<file path="src/rtl/jedro_1_mem_arbiter.sv">
// Two-master (instr/data) to one-slave memory arbiter with round-robin grant,
// request lock under backpressure and an in-order ID FIFO for response steering.
module jedro_1_mem_arbiter #(
    parameter int unsigned DATA_WIDTH      = 32,
    parameter int unsigned MAX_OUTSTANDING = 2
) (
    input  logic                  clk_i,
    input  logic                  rstn_i,

    input  logic [DATA_WIDTH-1:0] instr_req_addr_i,
    input  logic [DATA_WIDTH-1:0] instr_req_data_i,
    input  logic [3:0]            instr_req_strobe_i,
    input  logic                  instr_req_write_i,
    input  logic                  instr_req_valid_i,
    output logic                  instr_req_ready_o,
    output logic [DATA_WIDTH-1:0] instr_rsp_data_o,
    output logic                  instr_rsp_err_o,
    output logic                  instr_rsp_valid_o,
    input  logic                  instr_rsp_ready_i,

    input  logic [DATA_WIDTH-1:0] data_req_addr_i,
    input  logic [DATA_WIDTH-1:0] data_req_data_i,
    input  logic [3:0]            data_req_strobe_i,
    input  logic                  data_req_write_i,
    input  logic                  data_req_valid_i,
    output logic                  data_req_ready_o,
    output logic [DATA_WIDTH-1:0] data_rsp_data_o,
    output logic                  data_rsp_err_o,
    output logic                  data_rsp_valid_o,
    input  logic                  data_rsp_ready_i,

    output logic [DATA_WIDTH-1:0] mem_req_addr_o,
    output logic [DATA_WIDTH-1:0] mem_req_data_o,
    output logic [3:0]            mem_req_strobe_o,
    output logic                  mem_req_write_o,
    output logic                  mem_req_valid_o,
    input  logic                  mem_req_ready_i,
    input  logic [DATA_WIDTH-1:0] mem_rsp_data_i,
    input  logic                  mem_rsp_err_i,
    input  logic                  mem_rsp_valid_i,
    output logic                  mem_rsp_ready_o,

    output logic                  unexpected_rsp_o
);

    localparam int unsigned PTR_W = (MAX_OUTSTANDING > 1) ? $clog2(MAX_OUTSTANDING) : 1;
    localparam int unsigned CNT_W = $clog2(MAX_OUTSTANDING + 1);
    localparam logic [PTR_W-1:0] PTR_LAST = PTR_W'(MAX_OUTSTANDING - 1);
    localparam logic [CNT_W-1:0] CNT_FULL = CNT_W'(MAX_OUTSTANDING);

    typedef enum logic {
        ID_INSTR = 1'b0,
        ID_DATA  = 1'b1
    } master_id_e;

    typedef enum logic {
        ARB_FREE   = 1'b0,
        ARB_LOCKED = 1'b1
    } arb_state_e;

    arb_state_e       r_state;
    arb_state_e       w_state_next;
    master_id_e       r_grant;
    master_id_e       w_grant_next;
    master_id_e       r_last_grant;
    master_id_e       w_grant;
    logic             w_has_grant;
    logic             w_gnt_valid;

    master_id_e       r_id_fifo [MAX_OUTSTANDING];
    logic [PTR_W-1:0] r_wr_ptr;
    logic [PTR_W-1:0] r_rd_ptr;
    logic [CNT_W-1:0] r_count;
    logic             r_unexpected;

    logic             w_full;
    logic             w_empty;
    master_id_e       w_head;
    logic             w_req_hs;
    logic             w_rsp_hs;

    function automatic logic [PTR_W-1:0] ptr_inc(input logic [PTR_W-1:0] ptr);
        return (ptr == PTR_LAST) ? '0 : ptr + PTR_W'(1);
    endfunction

    assign w_full  = (r_count == CNT_FULL);
    assign w_empty = (r_count == '0);
    assign w_head  = r_id_fifo[r_rd_ptr];

    // NOTE: every signal written in an always_comb gets a default first so no latch is inferred.
    always_comb begin
        w_grant     = ID_INSTR;
        w_has_grant = 1'b0;
        if (r_state == ARB_LOCKED) begin
            w_grant     = r_grant;
            w_has_grant = 1'b1;
        end else if (instr_req_valid_i && data_req_valid_i) begin
            w_grant     = (r_last_grant == ID_INSTR) ? ID_DATA : ID_INSTR;
            w_has_grant = 1'b1;
        end else if (instr_req_valid_i) begin
            w_grant     = ID_INSTR;
            w_has_grant = 1'b1;
        end else if (data_req_valid_i) begin
            w_grant     = ID_DATA;
            w_has_grant = 1'b1;
        end
    end

    assign w_gnt_valid = w_has_grant &
                         ((w_grant == ID_DATA) ? data_req_valid_i : instr_req_valid_i);

    assign mem_req_addr_o   = (w_grant == ID_DATA) ? data_req_addr_i    : instr_req_addr_i;
    assign mem_req_data_o   = (w_grant == ID_DATA) ? data_req_data_i    : instr_req_data_i;
    assign mem_req_strobe_o = (w_grant == ID_DATA) ? data_req_strobe_i  : instr_req_strobe_i;
    assign mem_req_write_o  = (w_grant == ID_DATA) ? data_req_write_i   : instr_req_write_i;
    assign mem_req_valid_o  = w_gnt_valid & ~w_full;

    assign instr_req_ready_o = w_has_grant & (w_grant == ID_INSTR) & mem_req_ready_i & ~w_full;
    assign data_req_ready_o  = w_has_grant & (w_grant == ID_DATA)  & mem_req_ready_i & ~w_full;

    assign w_req_hs = mem_req_valid_o & mem_req_ready_i;

    // Lock holds the grant while an offer is stalled; a full FIFO keeps it locked.
    always_comb begin
        w_state_next = r_state;
        w_grant_next = r_grant;
        case (r_state)
            ARB_FREE: begin
                if (mem_req_valid_o && !mem_req_ready_i) begin
                    w_state_next = ARB_LOCKED;
                    w_grant_next = w_grant;
                end
            end
            ARB_LOCKED: begin
                if (w_req_hs) begin
                    w_state_next = ARB_FREE;
                end
            end
            default: w_state_next = ARB_FREE;
        endcase
    end

    assign instr_rsp_data_o  = mem_rsp_data_i;
    assign instr_rsp_err_o   = mem_rsp_err_i;
    assign data_rsp_data_o   = mem_rsp_data_i;
    assign data_rsp_err_o    = mem_rsp_err_i;
    assign instr_rsp_valid_o = mem_rsp_valid_i & ~w_empty & (w_head == ID_INSTR);
    assign data_rsp_valid_o  = mem_rsp_valid_i & ~w_empty & (w_head == ID_DATA);
    // With nothing outstanding the response is accepted and dropped.
    assign mem_rsp_ready_o   = w_empty ? 1'b1 :
                               ((w_head == ID_DATA) ? data_rsp_ready_i : instr_rsp_ready_i);

    assign w_rsp_hs = mem_rsp_valid_i & mem_rsp_ready_o & ~w_empty;

    assign unexpected_rsp_o = r_unexpected;

    always_ff @(posedge clk_i or negedge rstn_i) begin
        if (!rstn_i) begin
            r_state      <= ARB_FREE;
            r_grant      <= ID_INSTR;
            r_last_grant <= ID_DATA;
            r_wr_ptr     <= '0;
            r_rd_ptr     <= '0;
            r_count      <= '0;
            r_unexpected <= 1'b0;
        end else begin
            r_state      <= w_state_next;
            r_grant      <= w_grant_next;
            r_unexpected <= mem_rsp_valid_i & w_empty;
            if (w_req_hs) begin
                r_last_grant <= w_grant;
                r_wr_ptr     <= ptr_inc(r_wr_ptr);
            end
            if (w_rsp_hs) begin
                r_rd_ptr <= ptr_inc(r_rd_ptr);
            end
            case ({w_req_hs, w_rsp_hs})
                2'b10:   r_count <= r_count + CNT_W'(1);
                2'b01:   r_count <= r_count - CNT_W'(1);
                default: r_count <= r_count;
            endcase
        end
    end

    // NOTE: ID storage has no reset; entries are only read while the count says they are valid.
    always_ff @(posedge clk_i) begin
        if (w_req_hs) begin
            r_id_fifo[r_wr_ptr] <= w_grant;
        end
    end

endmodule

</file>
<file path="config.mk">
export PLATFORM = sky130hd
export DESIGN_NAME = jedro_1_mem_arbiter
export DESIGN_NICKNAME = d
export VERILOG_FILES = /design/src/rtl/jedro_1_mem_arbiter.sv
export SDC_FILE = /design/constraint.sdc
export NUM_CORES = 1
export LEC_CHECK = 0
export CAP_MARGIN = 20
export CORE_AREA = 2 2 125 127
export DETAILED_ROUTE_END_ITERATION = 8
export DIE_AREA = 0 0 127 129
export GPL_TIMING_DRIVEN = 1
export PLACE_DENSITY_LB_ADDON = 0.2
export SETUP_SLACK_MARGIN = 0.4
export SYNTH_ARGS = -nofsm -noshare
export SYNTH_HDL_FRONTEND = slang
export SYNTH_SLANG_ARGS = --single-unit
</file>
<file path="constraint.sdc">
create_clock -name clk_i -period 2.01 [get_ports clk_i]
set_input_delay 0.3015 -clock clk_i [delete_from_list [all_inputs] [get_ports clk_i]]
set_output_delay 0.3015 -clock clk_i [all_outputs]
set_load 0.01 [all_outputs]
</file>
==> results.py <==
metrics = {
    "sta": {
        "fin_worst_skew_ns": 0.00244,
        "tightest_slew_ns": 0.497,
        "finalMaxSlewViolations": 0,
        "whs_ns": 0.368,
        "period_share_pct": 107,
        "hold_viol": 0,
        "maxSlewHeadroom_pct": 66.5,
        "finalCriticalPeriod_ns": 2.15,
        "setup_ws_ns": -0.136,
        "max_freq_ghz": 0.466,
        "rsz0062_at_grt": "true",
        "setup_viol": 69,
    },
    "detailed_routing": {
        "drt_wl_total_microns": 9200,
        "wl_per_cell_microns": 15.8,
        "antenna_left": 0,
        "route.detailed.drc": 0,
        "num_vias": 2198,
        "viasPerCell": 3.76,
        "dr.pass1.iters": 4,
        "drtIter0Drc": 40,
    },
    "floorplanning": {
        "core.rowCount": 45,
        "initial_utilization_pct": 14.8,
        "die_area_sq_um": 16400,
        "die_y_microns": 129,
        "core_region_area_sq_um": 15000,
        "io_pins": 321,
        "dieWidth_microns": 127,
    },
    "grt": {
        "grt_max_degree": 9,
        "track_usage_pct": 10.1,
        "gr-total-overflow": 0,
        "antenna_found_initial": 1,
        "grt_pass1_wl_microns": 12900,
        "grt_pass1_vias": 2337,
    },
    "critical_path": {
        "required_ns": 1.71,
        "worst_setup_path_start_kind": "register",
        "worst-setup-path-type": "reg2out",
        "crit_path_max_fanout": 7,
        "cp.arrival_ns": 1.84,
        "critPathCaptureType": "output pin",
    },
    "outcome": {
        "violations": "setup timing",
        "status": "complete, but fails checks",
    },
    "logic_synthesis": {
        "ys_ff_latch": 10,
        "synth.avg_cell_area_sq_um": 10.9,
        "syn_nets": 383,
        "synthCells": 203,
        "syn_area_sq_um": 2220,
        "synth_top_area_cell": "mux2_4",
        "yosysTopAreaCellShare_pct": 44.7,
        "ys_seq_area_share_pct": 11.8,
        "yosys_warnings": 0,
        "ys_types": 35,
        "synth_area_leaders": "mux2_4 45%, buf_4 22%, dfrtp_1 7.9%",
    },
    "clock_network": {
        "clock_latency_ns": 0.23,
        "clk_path_buf_depth": 2,
        "cts_hold_buf": 0,
        "clkTransAtPathRegs_ns": 0.04,
        "clkSinkCount": 10,
        "cts_tree": "yes",
        "root_buffer": "clkbuf_16",
        "numCtsBuffers": 3,
        "htreeDepth": 1,
    },
    "finish": {
        "drive_above_1_share_pct": 53.4,
        "area_growth_pct": 123,
        "nFillCells": 1535,
        "final_nets": 576,
        "fin_util_pct": 32.9,
        "postLayoutCellArea_sq_um": 4930,
    },
    "pwr": {
        "power.leakage_nw": 2.24,
        "vdd_ir_drop_max_mv": 0.478,
        "power.density_nw_per_um2": 1310,
    },
    "placement": {
        "port_buffers": 221,
        "globalplace.congestion": 0.761,
        "hpwl_microns": 7180,
        "dp_slack_ns": -0.515,
        "placedInstanceArea_sq_um": 4240,
    },
    "flow_run": {
        "drv_cap": 0,
    },
    "min_path": {
        "hold_class": "in2async",
    },
}
==> cell usage after synthesis <==
cell / instances
a21oi_1: 1
and2_1: 1
buf_2: 2
buf_4: 66
buf_6: 8
clkbuf_1: 2
dfrtp_1: 7
dfstp_2: 1
edfxtp_1: 2
ha_1: 1
inv_1: 2
inv_2: 1
mux2_1: 4
mux2_4: 66
mux2i_1: 4
nand2_1: 1
nand2b_1: 2
nand3_1: 1
nand3b_1: 1
nand4_1: 1
nor2_1: 7
nor2b_1: 2
nor3_1: 1
nor3b_1: 2
o2111ai_2: 1
o211ai_1: 2
o21a_1: 1
o21ai_0: 3
o2bb2ai_1: 1
o311ai_0: 1
o31ai_1: 1
o41ai_1: 1
o41ai_2: 1
xnor2_1: 3
xor2_1: 2
==> final timing paths <==
kind / startpoint / to / slack, ns / depth (start not counted)
worst max-delay path: r_last_grant / mem_req_data_o[28] / -0.14 / 7
worst min-delay path: rstn_i / unexpected_rsp_o / 0.37 / 1
worst max register to register: register / r_grant / 0.32 / 7
worst min register to register: r_wr_ptr / r_wr_ptr / 0.57 / 1
max in group asynchronous: rstn_i / r_last_grant / 1.32 / 1
min in group clk_i: r_wr_ptr / r_wr_ptr / 0.57 / 1
==> through the flow <==
stage / power [mW] / TNS, ns / instances
after global placement: 4.53 / -31.68 / 552
after floorplan: 2.98 / 0 / 203
after detailed placement: 4.53 / -33.46 / 552
after CTS: 6.32 / -6.21 / 577
after global routing: 6.83 / -9.33 / 583
final: 6.48 / -5.00 / 584
==> layout make-up <==
type | instances | area (sq um) | area share [%]
clock inverter | 1 | 3.75 | 0.0761
multi-input combinational | 112 | 1470 | 29.8
timing repair buffer | 266 | 2870 | 58.2
inverter | 3 | 13.8 | 0.279
sequential | 10 | 262 | 5.30
clock buffer | 3 | 75.1 | 1.52
tap | 188 | 235 | 4.77
antenna | 1 | 2.50 | 0.0507
==> power breakdown <==
part	switching (mW)	internal (mW)	total [mW]
Clock	0.0919	0.261	0.353
Sequential	0.0642	0.319	0.384
Combinational	2.04	3.70	5.74
Total	2.19	4.29	6.48
==> what timing repair did <==
action / 4_1_cts / 5_1_grt
pin swaps: 4 / 5
gates resized for setup: 411 / 21
cloned: 6 / 0
endpoints found under the hold margin: 0 / 0
setup endpoints to repair: 80 / 80
buffers inserted: 15 / 6
==> layout by cell type (no fill, tap or decap), types with 3 or more instances in the layout <==
cell type	instances
buf_2	9
buf_6	79
buf_16	7
nor2_4	3
clkbuf_16	3
buf_8	3
buf_12	6
dfrtp_1	7
mux2i_1	3
buf_4	16
clkdlybuf4s50_1	144
mux2_4	70
==> per-layer routing <==
metal  vias up  wire length (microns)  share of wire [%]  global-route usage [%]
met5         -                      0                  0                       0
met4         0                      0                  0                   0.452
met3         0                   1170                 13                    4.49
met2       171                   4650                 50                    18.8
met1       998                   3390                 37                    11.1
li1       1029                      -                  -                       -
==> flip-flops by register name, summed over array words and instances (netlist names), named ones only <==
signal and cells:
r_count 2, unexpected_rsp_o 1, r_last_grant 1, r_rd_ptr 1, r_wr_ptr 1, r_grant 1, r_id_fifo 2
==> kinds of logic after synthesis <==
logic type,after synthesis,share of synthesized area [%]
mux,74,48.6
simple gates,19,4.52
flops,10,11.8
xor+xnor,5,1.98
fa+ha+maj,1,0.565
buf+inv,81,27.7
compound gates,13,4.86
==> critical path: stages, from the launching register on <==
cell     delay, ns
dfstp_2       0.52
and2_4        0.13
o21a_4        0.16
buf_6         0.12
buf_12        0.11
buf_16        0.13
mux2_4        0.30
buf_6         0.12
(Power assumes the default switching activity.)
